[src/rtl/arb8_32.sv]
// arb8_32: round-robin arbiter driving the select of the shared 32-bit 8:1 mux.
// One requester owns the mux at a time. The consumer's valid/ready handshake is
// forwarded, and an owner is forced off after MAX_HOLD accepted beats whenever
// another requester is waiting. Handovers happen on the release edge itself,
// so the mux never sits idle between two owners.
//
// Handshake: a beat transfers on a rising edge where out_valid && out_ready.
// out_valid follows req[owner] combinationally while busy; the consumer may
// hold out_ready low for any number of cycles, and that never causes a release.
//
// The FSM state is visible on busy (busy == state is OWN).
module arb8_32 #(
    parameter int MAX_HOLD = 4
) (
    input  logic       clk,
    input  logic       rst_n,
    input  logic [7:0] req,
    input  logic       out_ready,
    output logic [7:0] gnt,
    output logic [2:0] mux8_ctr,
    output logic       out_valid,
    output logic       busy
);

    typedef enum logic {
        IDLE = 1'b0,
        OWN  = 1'b1
    } state_t;

    localparam logic [7:0] LIMIT = 8'(MAX_HOLD - 1);

    state_t     state;
    logic [2:0] owner;
    logic [2:0] ptr;
    logic [7:0] beat_cnt;

    logic       owner_req;
    logic [7:0] others;
    logic       accept;
    logic [2:0] next_ptr;
    logic [2:0] handover_pick;
    logic [2:0] idle_pick;

    // First set bit of r, searching circularly upward from start.
    function automatic logic [2:0] pick(input logic [7:0] r, input logic [2:0] start);
        logic [2:0] sel;
        logic [2:0] idx;
        logic       found;
        sel   = start;
        found = 1'b0;
        for (int k = 0; k < 8; k++) begin
            idx = start + 3'(k);
            if (!found && r[idx]) begin
                sel   = idx;
                found = 1'b1;
            end
        end
        return sel;
    endfunction

    // The next owner always excludes the current one and is searched from
    // owner+1, which covers both voluntary and forced release.
    assign owner_req     = req[owner];
    assign others        = req & ~(8'h01 << owner);
    assign out_valid     = (state == OWN) && owner_req;
    assign accept        = out_valid && out_ready;
    assign next_ptr      = owner + 3'd1;
    assign handover_pick = pick(others, next_ptr);
    assign idle_pick     = pick(req, ptr);

    // Arbitration FSM with registered grant, select and busy.
    always_ff @(posedge clk or negedge rst_n) begin
        if (!rst_n) begin
            state    <= IDLE;
            owner    <= 3'd0;
            ptr      <= 3'd0;
            beat_cnt <= 8'd0;
            gnt      <= 8'h00;
            mux8_ctr <= 3'd0;
            busy     <= 1'b0;
        end else begin
            case (state)
                IDLE: begin
                    if (|req) begin
                        owner    <= idle_pick;
                        mux8_ctr <= idle_pick;
                        gnt      <= 8'h01 << idle_pick;
                        beat_cnt <= 8'd0;
                        busy     <= 1'b1;
                        state    <= OWN;
                    end
                end
                OWN: begin
                    if (!owner_req) begin
                        // Voluntary release; no beat can be counted this edge.
                        ptr      <= next_ptr;
                        beat_cnt <= 8'd0;
                        if (|others) begin
                            owner    <= handover_pick;
                            mux8_ctr <= handover_pick;
                            gnt      <= 8'h01 << handover_pick;
                        end else begin
                            gnt   <= 8'h00;
                            busy  <= 1'b0;
                            state <= IDLE;
                        end
                    end else if (accept) begin
                        if (beat_cnt == LIMIT) begin
                            // Limit reached: hand over if anyone waits, else keep going.
                            beat_cnt <= 8'd0;
                            if (|others) begin
                                ptr      <= next_ptr;
                                owner    <= handover_pick;
                                mux8_ctr <= handover_pick;
                                gnt      <= 8'h01 << handover_pick;
                            end
                        end else begin
                            beat_cnt <= beat_cnt + 8'd1;
                        end
                    end
                end
                default: begin
                    state <= IDLE;
                end
            endcase
        end
    end

endmodule

[config.mk]
export PLATFORM = sky130hd
export DESIGN_NAME = arb8_32
export DESIGN_NICKNAME = d
export VERILOG_FILES = /design/src/rtl/arb8_32.sv
export SDC_FILE = /design/constraint.sdc
export NUM_CORES = 1
export LEC_CHECK = 0
export ABC_AREA = 0
export BUFFER_PORTS_ARGS = -buffer_cell sky130_fd_sc_hd__buf_2
export CAP_MARGIN = 20
export CORE_ASPECT_RATIO = 2
export CORE_MARGIN = 2
export CORE_UTILIZATION = 47
export DETAILED_ROUTE_END_ITERATION = 10
export GPL_ROUTABILITY_DRIVEN = 0
export PLACE_DENSITY_LB_ADDON = 0.12
export SLEW_MARGIN = 40
export SYNTH_ARGS = -nofsm -noshare
export SYNTH_HDL_FRONTEND = slang
export SYNTH_SLANG_ARGS = --single-unit
[constraint.sdc]
create_clock -name clk -period 3.8 [get_ports clk]
set_input_delay 0.19 -clock clk [delete_from_list [all_inputs] [get_ports clk]]
set_output_delay 0.19 -clock clk [all_outputs]
set_load 0.1 [all_outputs]
# After elaboration in Yosys (flattened, before gate mapping)
# Cells that the tools add are included.
# totals
out_inout_bits	13
in_bits	11
register_bits	27
# classes
n_mux	97
reduce_logical	37
shifts	3
order_cmp	17
n_bitwise	3
add_sub_neg	16
eq_ne	10
# ops
cell	n
$mux W3	27
$mux W8	10
$lt A3 B4 Y1 const B	17
$bmux W1 S3	17
$mux W1	37
$pmux W8 S2	2
$add A3 B3 Y3 const B	8
$shl A1 B3 Y8 const A	3
$logic_and A1 B1 Y1	16
$reduce_or A8 Y1	2
$logic_not A1 Y1	14
$add A3 B2 Y3 const B	4
$pmux W3 S2	2
$add A3 B1 Y3 const B	3
$ne A3 B2 Y1 const B	3
$add A8 B1 Y8 const B	1
$and A8 B8 Y8	1
$eq A8 B2 Y1 const B	1
$not A8 Y8	1
$reduce_and A4 Y1	2
$ne A2 B1 Y1 const B	3
$ne A2 B2 Y1 const B	3
$reduce_and A3 Y1	2
$pmux W1 S2	2
other kinds (2)	2

# Logic depth before layout (Yosys ltp)
# Gate-level depths: netlist of run 1.
# depth
depth_word	33
ltp_mapped	13
depth_no_buf	10

# Worst setup path before layout of run 1
# No wires, ideal clock.
# synth_path
kind	reg2reg
startpoint	register, netlist name mux8_ctr[0]
endpoint	register gnt[0]
setup_ps	95
path_slack_ps	-558
stages_incl_launch_ff	13
arrival_time_ps	4262
required_ps	3705
path_cell_list	dfrtp_1 buf_4 inv_2 buf_2 ha_1 buf_2 xnor2_2 mux4_2 nor4_4 and3b_1 a222oi_1 or3_4 o31ai_1
# synth_rtl
item	line	source
end signal: assignment	87	gnt <= 8'h01 << idle_pick;
end signal: assignment	101	gnt <= 8'h01 << handover_pick;
end signal: assignment	115	gnt <= 8'h01 << handover_pick;
end: declaration	19	output logic [7:0] gnt,

==> results of run 1 <==
state kept, by name (all words and copies together), names as in the netlist:
signal and flops:
gnt 8, busy 1, beat_cnt 8, ptr 3
state 1, mux8_ctr 3
cells in the final DEF, fill, tap and decap left out, types with 3 or more instances in the layout:
cell       count
o2bb2ai_1      3
and2_1         5
a21o_1         4
o21ai_0       22
o22ai_1       11
o31ai_1       10
clkbuf_16      3
xnor2_1        4
nor3_1        10
nor2b_1        7
dfrtp_1       21
a31oi_1        8
a21boi_0       3
o22a_1         3
a22oi_1        5
a32oi_1        8
inv_1         17
buf_2         23
nor4_1         3
buf_4         18
and3_1         3
a21oi_1       14
mux4_2        20
a211oi_1       9
nand2b_1      13
nand2_1       31
mux2_2        10
ha_1          10
mux2i_1       18
o211ai_1       6
o21a_1         5
or3_1          4
nor2_1        22
o211a_1        3
nand3_1        5
routing by layer:
layer	global-route usage (%)	part of all wire, %
met4	19.1	7.1
met1	27.1	33
met3	1.68	1.3
met5	0	0
met2	57.2	58
worst max-delay path: stages, from the launching register on:
cell	delay, ns
dfrtp_2	0.46
inv_1	0.20
ha_2	0.29
a21boi_0	0.16
mux2_4	0.34
mux4_2	0.56
nor4_4	0.36
and3b_1	0.28
a222oi_1	0.17
or3_4	0.42
o31ai_1	0.26
repair_timing:
item                                   CTS  global route
setup endpoints to repair                0             7
endpoints found under the hold margin   24             0
resized for setup                        0             3
hold buffers                             1             0
buffers inserted                         0             2
logic make-up after synthesis:
family          share of synthesized area (%)
xor+xnor                                 2.19
flops                                    17.0
fa+ha+maj                                3.89
buf+inv                                  5.34
mux                                      23.0
compound gates                           30.3
simple gates                             18.3
area by class of cell:
| class | count | area (sq um) | area share (%) |
|---|---|---|---|
| clock buffer | 3 | 75.1 | 1.91 |
| inverter | 19 | 71.3 | 1.81 |
| tap | 92 | 115 | 2.92 |
| sequential | 24 | 607 | 15.4 |
| clock inverter | 1 | 30.0 | 0.763 |
| multi-input combinational | 337 | 2780 | 70.6 |
| timing repair buffer | 42 | 260 | 6.61 |
path summary, 6_finish.rpt:
check,startpoint,end,cells past startpoint,slack (ns)
max reg2reg,mux8_ctr[1],gnt[1],10,0.20
max in group asynchronous,rst_n,mux8_ctr[0],2,2.93
min in group clk,out_ready,beat_cnt[2],5,0.45
min,rst_n,beat_cnt[3],2,0.45
min reg2reg,gnt[0],gnt[0],2,0.51
max,mux8_ctr[1],gnt[1],10,0.20
Yosys cell counts, drive strengths merged, types with 3 or more instances:
cell type / n / area share (%)
o21ai: 22 / 3.1
a22oi: 5 / 1.1
a31oi: 8 / 1.4
mux2: 11 / 3.6
and2: 6 / 1.1
a32oi: 8 / 2.0
o211ai: 6 / 1.3
ha: 11 / 3.9
inv: 18 / 1.9
o2bb2ai: 3 / 0.74
nor4: 4 / 1.1
o211a: 3 / 0.85
o31ai: 10 / 2.1
clkbuf: 14 / 1.5
or3: 5 / 1.0
buf: 11 / 1.8
nand2: 31 / 3.3
mux2i: 18 / 5.1
a221oi: 3 / 0.92
a21boi: 4 / 0.95
nor2: 23 / 2.4
nand3: 5 / 0.71
a21o: 4 / 0.85
dfrtp: 24 / 17
a41oi: 3 / 0.74
o22a: 3 / 0.74
o22ai: 11 / 1.9
a21oi: 14 / 2.0
and3: 4 / 0.74
mux4: 22 / 14
nor2b: 8 / 1.5
xnor2: 6 / 1.7
nand2b: 13 / 2.3
a211oi: 9 / 1.9
o21a: 5 / 1.1
nor3: 10 / 1.4
metrics by stage:
step | area (sq um) | hold WS, ns
after floorplan | 3560 | -0.106
after global placement | 3790 | 0.199
after detailed placement | 3800 | 0.207
after CTS | 3920 | 0.457
after global routing | 3940 | 0.511
final | 3940 | 0.449
==> impl_metrics.json, run 1 <==
{
  "synth_nets": 427,
  "antenna_found_initial": 0,
  "diodes": 0,
  "clk_latency_ns": 0.26,
  "dieArea_sq_um": 8290,
  "start_kind": "flip-flop",
  "core_area_sq_um": 7270,
  "hold_violations": 0,
  "rsz0062_at_grt": "yes",
  "crit_fanout": 6,
  "cp.required_ns": 3.96,
  "hpwl_um": 9270,
  "synth_ff_type": "dfrtp_1",
  "yosysWarnings": 0,
  "maxSlewViolCount": 0,
  "ios": 24,
  "setup_tns_ns": 0,
  "dp_slack_ns": 0.187,
  "grt_pass1_wl_um": 18500,
  "crit_path_end_kind": "flip-flop",
  "outcome": "finished, final reports clean",
  "slew_headroom_pct": 52.2,
  "cts_tree": "built",
  "drtIter0Drc": 248,
  "numCtsBuffers": 3,
  "wl_um": 11600,
  "wl_per_cell_um": 22.4,
  "cts_root_buffer": "clkbuf_16",
  "place_inst": 511,
  "synth.distinct_cells": 78,
  "dr.pass1.iters": 4,
  "row_count": 44,
  "clock_path_buffers": 2,
  "htreeDepth": 1,
  "die_w_um": 65.4,
  "finalCritPeriodShare_pct": 94.7,
  "synth_edf_count": 0,
  "die_y_um": 127,
  "synth_area_sq_um": 3540,
  "detail-route-antenna-nets": 0,
  "max_slew.worst_pin.slew_ns": 0.697,
  "max_freq_mhz": 278,
  "hp-class": "in -> async",
  "postSynthAreaPerCell_sq_um": 8.74,
  "fin_cells": 518,
  "clk_pin_slew_ns": 0.06,
  "fin_crit_ns": 3.60,
  "ys_seq_area_share_pct": 17.0,
  "grt-ovfl-total": 0,
  "start_util_pct": 48.7,
  "clock_sinks": 24,
  "async_flop_share_pct": 100,
  "num_vias": 3498,
  "drc": 0,
  "grt_max_degree": 25,
  "path_class": "reg -> reg",
  "drive_gt1_share_pct": 23.5,
  "fill_cells": 709,
  "ys_ff_latch": 24,
  "vias_per_cell": 6.75,
  "area_delta_synth_final_pct": 11.2,
  "cp_data_arrival_time_ns": 3.76,
  "grt_usage_pct": 29.1,
  "nets": 449,
  "final_util_pct": 54.2,
  "first_global_vias": 3658,
  "setup_ws_ns": 0.200,
  "maxCapViolCount": 0,
  "netlist_instances": 405,
  "setup_violations": 0,
  "io_buffers": 23,
  "fin_skew_ns": 0.00282
}
Power of run 1 is left out: the tool's default activity adds up to more than one toggle a clock period on the data nets, which glitch-free logic cannot reach.
==> run 2: changes to the inputs <==
--- a/config.mk
+++ b/config.mk
@@ -14,6 +14,7 @@
 export DETAILED_ROUTE_END_ITERATION = 10
 export GPL_ROUTABILITY_DRIVEN = 0
 export PLACE_DENSITY_LB_ADDON = 0.12
+export SETUP_SLACK_MARGIN = 0.5
 export SLEW_MARGIN = 40
 export SYNTH_ARGS = -nofsm -noshare
 export SYNTH_HDL_FRONTEND = slang
==> run 2 against run 1 <==
Against the previous run: via count rose by 10%; die area did not move; critical path depth is 1 higher; sequential share of layout area shrank 1.9 points; register-to-register slack improved by 0.23 ns; critical path type unchanged; largest cell class unchanged; highest routed layer unchanged.
==> impl_metrics.json, run 2 (same netlist as run 1, synthesis figures left out) <==
{
  "row_count": 44,
  "cp_data_arrival_time_ns": 3.54,
  "crit_fanout": 5,
  "outcome": "finished, final reports clean",
  "drc": 0,
  "drive_gt1_share_pct": 38.0,
  "start_kind": "flip-flop",
  "io_buffers": 23,
  "core_area_sq_um": 7270,
  "first_global_vias": 3661,
  "final_cell_mix": "buf_4, nand2_1, buf_2",
  "final_common_cell": "buf_4",
  "max_freq_mhz": 297,
  "wl_per_cell_um": 23.5,
  "finalCritPeriodShare_pct": 88.6,
  "antenna_found_initial": 0,
  "start_util_pct": 48.7,
  "hpwl_um": 9190,
  "dpl_cell_area_sq_um": 3850,
  "place_inst": 514,
  "fin_cells": 553,
  "area_delta_synth_final_pct": 27.5,
  "clock_sinks": 24,
  "ios": 24,
  "hp-class": "in -> async",
  "crit_path_end_kind": "flip-flop",
  "num_vias": 3850,
  "maxSlewViolCount": 0,
  "dieArea_sq_um": 8290,
  "rsz0062_at_grt": "yes",
  "fin_skew_ns": 0.00365,
  "fin_crit_ns": 3.37,
  "dr.pass1.iters": 5,
  "grt-ovfl-total": 0,
  "final_area_sq_um": 4510,
  "die_y_um": 127,
  "slew_headroom_pct": 59.5,
  "path_class": "reg -> reg",
  "grt_usage_pct": 30.5,
  "htreeDepth": 1,
  "detail-route-antenna-nets": 0,
  "grt_max_degree": 25,
  "max_slew.worst_pin.slew_ns": 0.608,
  "numCtsBuffers": 3,
  "nets": 484,
  "wl_um": 13000,
  "clk_pin_slew_ns": 0.07,
  "clock_path_buffers": 2,
  "vias_per_cell": 6.96,
  "clk_latency_ns": 0.26,
  "die_w_um": 65.4,
  "grt_pass1_wl_um": 19400,
  "diodes": 0,
  "top_regs": "beat_cnt x8, gnt x8",
  "cts_root_buffer": "clkbuf_16",
  "cts_tree": "built",
  "maxCapViolCount": 0,
  "setup_violations": 0,
  "drtIter0Drc": 335,
  "cp.required_ns": 3.98,
  "hold_violations": 0,
  "setup_tns_ns": 0
}
[run 2: cell count changes in the layout (fill, tap and decap cells not counted), moves of 3 or more]
cell,previous run,this run
ha_4,0,6
ha_1,10,3
clkinvlp_4,0,3
o31ai_1,10,6
buf_4,18,48
[run 2: worst paths after layout]
check,depth (start not counted),slack [ns],to,startpoint
max,11,0.43,gnt[3],mux8_ctr[0]
min in group clk,5,0.46,beat_cnt[2],out_ready
max in group asynchronous,2,2.92,mux8_ctr[2],rst_n
min reg2reg,2,0.51,beat_cnt[1],beat_cnt[1]
max reg2reg,11,0.43,gnt[3],mux8_ctr[0]
min,2,0.45,gnt[1],rst_n
[run 2: repair_timing]
item	in CTS	in global routing
setup endpoints to repair	11	11
hold buffers	1	0
pin swaps	5	19
buffers inserted	12	22
hold endpoints to repair	24	0
resized for setup	23	38
[run 2: critical path: stages, from the launching register on]
cell      delay (ns)
dfrtp_4         0.54
ha_4            0.20
ha_4            0.16
nand2b_4        0.15
mux2_4          0.30
mux4_2          0.55
a21oi_2         0.20
a311o_1         0.25
a222oi_1        0.14
buf_4           0.18
or3_4           0.42
o31ai_2         0.19
[run 2: per-layer routing]
layer | GRT usage [%] | up-vias | wire length, um
met5 | 0 | - | 0
met3 | 2.13 | 57 | 516
met4 | 18.1 | 0 | 954
met1 | 30.3 | 1894 | 4130
met2 | 58.7 | 177 | 7410
li1 | - | 1722 | -
[run 2: layout make-up]
class                   instances  area (sq um)
clock buffers                   3          75.1
clock inverters                 1          30.0
well taps                      92           115
fillers                       620          2750
multi-input cells             337          3030
flip-flops and latches         24           612
inverters                      19          95.1
repair buffers                 77           558
[run 2: metrics by stage]
stage          setup WS, ns  hold slack, ns  utilization, %
4_1_cts               0.509           0.462            57.4
2_1_floorplan         0.254          -0.106               -
3_3_place_gp          0.282           0.207            52.9
3_5_place_dp          0.182           0.206            53.0
5_1_grt               0.370           0.506            62.1
6_report              0.432           0.449            62.1
Power of run 2 is left out for the same reason.
==> run 3: changes to the inputs <==
--- a/config.mk
+++ b/config.mk
@@ -8,12 +8,12 @@
 export ABC_AREA = 0
 export BUFFER_PORTS_ARGS = -buffer_cell sky130_fd_sc_hd__buf_2
 export CAP_MARGIN = 20
-export CORE_ASPECT_RATIO = 2
+export CORE_ASPECT_RATIO = 0.5
 export CORE_MARGIN = 2
 export CORE_UTILIZATION = 47
 export DETAILED_ROUTE_END_ITERATION = 10
 export GPL_ROUTABILITY_DRIVEN = 0
-export PLACE_DENSITY_LB_ADDON = 0.12
+export PLACE_DENSITY = 0.72
 export SETUP_SLACK_MARGIN = 0.5
 export SLEW_MARGIN = 40
 export SYNTH_ARGS = -nofsm -noshare
==> run 3 against run 2 <==
Against the previous run: critical path type unchanged; clock skew down 0.0013 ns; critical path depth decreased by 1; die area unchanged; non-clock buffer count decreased by 10.
==> impl_metrics.json, run 3 (same netlist as run 1, synthesis figures left out) <==
{
  "final_common_cell": "buf_4",
  "ios": 24,
  "grt-ovfl-total": 0,
  "hold_violations": 0,
  "fin_crit_ns": 3.34,
  "cts_tree": "built",
  "path_class": "reg -> reg",
  "grt_pass1_wl_um": 16000,
  "die_w_um": 127,
  "reg2reg_setup_slack_ns": 0.46,
  "core_area_sq_um": 7320,
  "wl_per_cell_um": 20.0,
  "setup_violations": 0,
  "row_count": 22,
  "top_regs": "beat_cnt x8, gnt x8",
  "r2r-start": "mux8_ctr[0]",
  "cp.required_ns": 3.97,
  "cts_root_buffer": "clkbuf_16",
  "antenna_found_initial": 0,
  "rsz0062_at_grt": "yes",
  "maxSlewViolCount": 0,
  "setup_tns_ns": 0,
  "vias_per_cell": 6.86,
  "io_buffers": 23,
  "drc": 0,
  "crit_fanout": 6,
  "diodes": 0,
  "numCtsBuffers": 3,
  "num_vias": 3750,
  "drive_gt1_share_pct": 37.7,
  "timing.reg2reg.worst_path_depth": 10,
  "grt_max_degree": 25,
  "drtIter0Drc": 503,
  "grt_usage_pct": 23.7,
  "hp-class": "in -> async",
  "crit_path_end_kind": "flip-flop",
  "fill_cells": 578,
  "fin_cells": 547,
  "place_inst": 512,
  "area_delta_synth_final_pct": 25.8,
  "clock_path_buffers": 2,
  "outcome": "finished, final reports clean",
  "maxCapViolCount": 0,
  "clk_latency_ns": 0.26,
  "fin_skew_ns": 0.00233,
  "max_freq_mhz": 299,
  "nets": 474,
  "clock_sinks": 24,
  "start_util_pct": 48.4,
  "clk_pin_slew_ns": 0.06,
  "r2r-end": "gnt[0]",
  "dr.pass1.iters": 8,
  "slew_headroom_pct": 58.4,
  "start_kind": "flip-flop",
  "dieArea_sq_um": 8290,
  "die_y_um": 65.4,
  "htreeDepth": 1,
  "first_global_vias": 3173,
  "cp_data_arrival_time_ns": 3.51,
  "finalCritPeriodShare_pct": 87.9,
  "wl_um": 10900,
  "detail-route-antenna-nets": 0,
  "hpwl_um": 7260,
  "max_slew.worst_pin.slew_ns": 0.620,
  "final_cell_mix": "buf_4, nand2_1, buf_2"
}
==> run 3: cell count changes in the layout (fill, tap and decap cells not counted), sizes merged <==
cell,before,now
inv,15,16
buf,76,66
clkinvlp,3,2
==> run 3: worst max-delay path by stage <==
stage / startpoint / endpoint / slack (ns) / cells past startpoint
after floorplan: mux8_ctr[0] / gnt[3] / 0.25 / 12
final: mux8_ctr[0] / gnt[0] / 0.46 / 10
after global placement: mux8_ctr[0] / gnt[5] / 0.30 / 10
after detailed placement: mux8_ctr[0] / gnt[5] / 0.24 / 10
after global routing: mux8_ctr[0] / gnt[5] / 0.42 / 11
after CTS: mux8_ctr[0] / gnt[3] / 0.50 / 11
==> run 3: what timing repair did <==
item / CTS / global route
setup endpoints to repair: 11 / 11
endpoints found under the hold margin: 24 / 0
hold buffers: 1 / 0
buffers inserted: 8 / 22
resized for setup: 17 / 51
pin swaps: 2 / 24
==> run 3: metrics by stage <==
stage                     utilization (%)  worst slack [ns]  cell area [sq um]  hold WS, ns
final                                60.8             0.460               4450        0.468
after CTS                            55.3             0.500               4050        0.463
after floorplan                         -             0.254               3610       -0.106
after detailed placement             52.1             0.240               3810        0.201
after global placement               52.0             0.301               3810        0.196
after global routing                 60.8             0.418               4450        0.507
==> run 3: per-layer routing <==
layer / GRT usage, % / wire length [um] / vias up / part of all wire, %
met5: 0 / 0 / - / 0
met4: 5.91 / 262 / 0 / 2.4
met3: 2.44 / 817 / 37 / 7.5
met2: 39.7 / 5170 / 215 / 47
met1: 33.5 / 4680 / 1798 / 43
li1: - / - / 1700 / -
==> run 3: cell type report <==
type | count | area [sq um] | share of cell area, %
multi-input combinational | 337 | 3050 | 68.5
sequential | 24 | 612 | 13.7
timing repair buffer | 67 | 475 | 10.7
tap | 96 | 120 | 2.70
inverter | 19 | 91.3 | 2.05
clock buffer | 3 | 75.1 | 1.69
clock inverter | 1 | 30.0 | 0.674
==> run 3: critical path, stage by stage, from the launching register on <==
cell and delay, ns:
dfrtp_4 0.55, ha_4 0.20, ha_2 0.19, nand2b_4 0.17
mux2_4 0.30, mux4_2 0.55, or4b_4 0.52, a21oi_2 0.14
o2111ai_2 0.20, and2_4 0.21, o31ai_2 0.23
Power of run 3 is left out for the same reason.
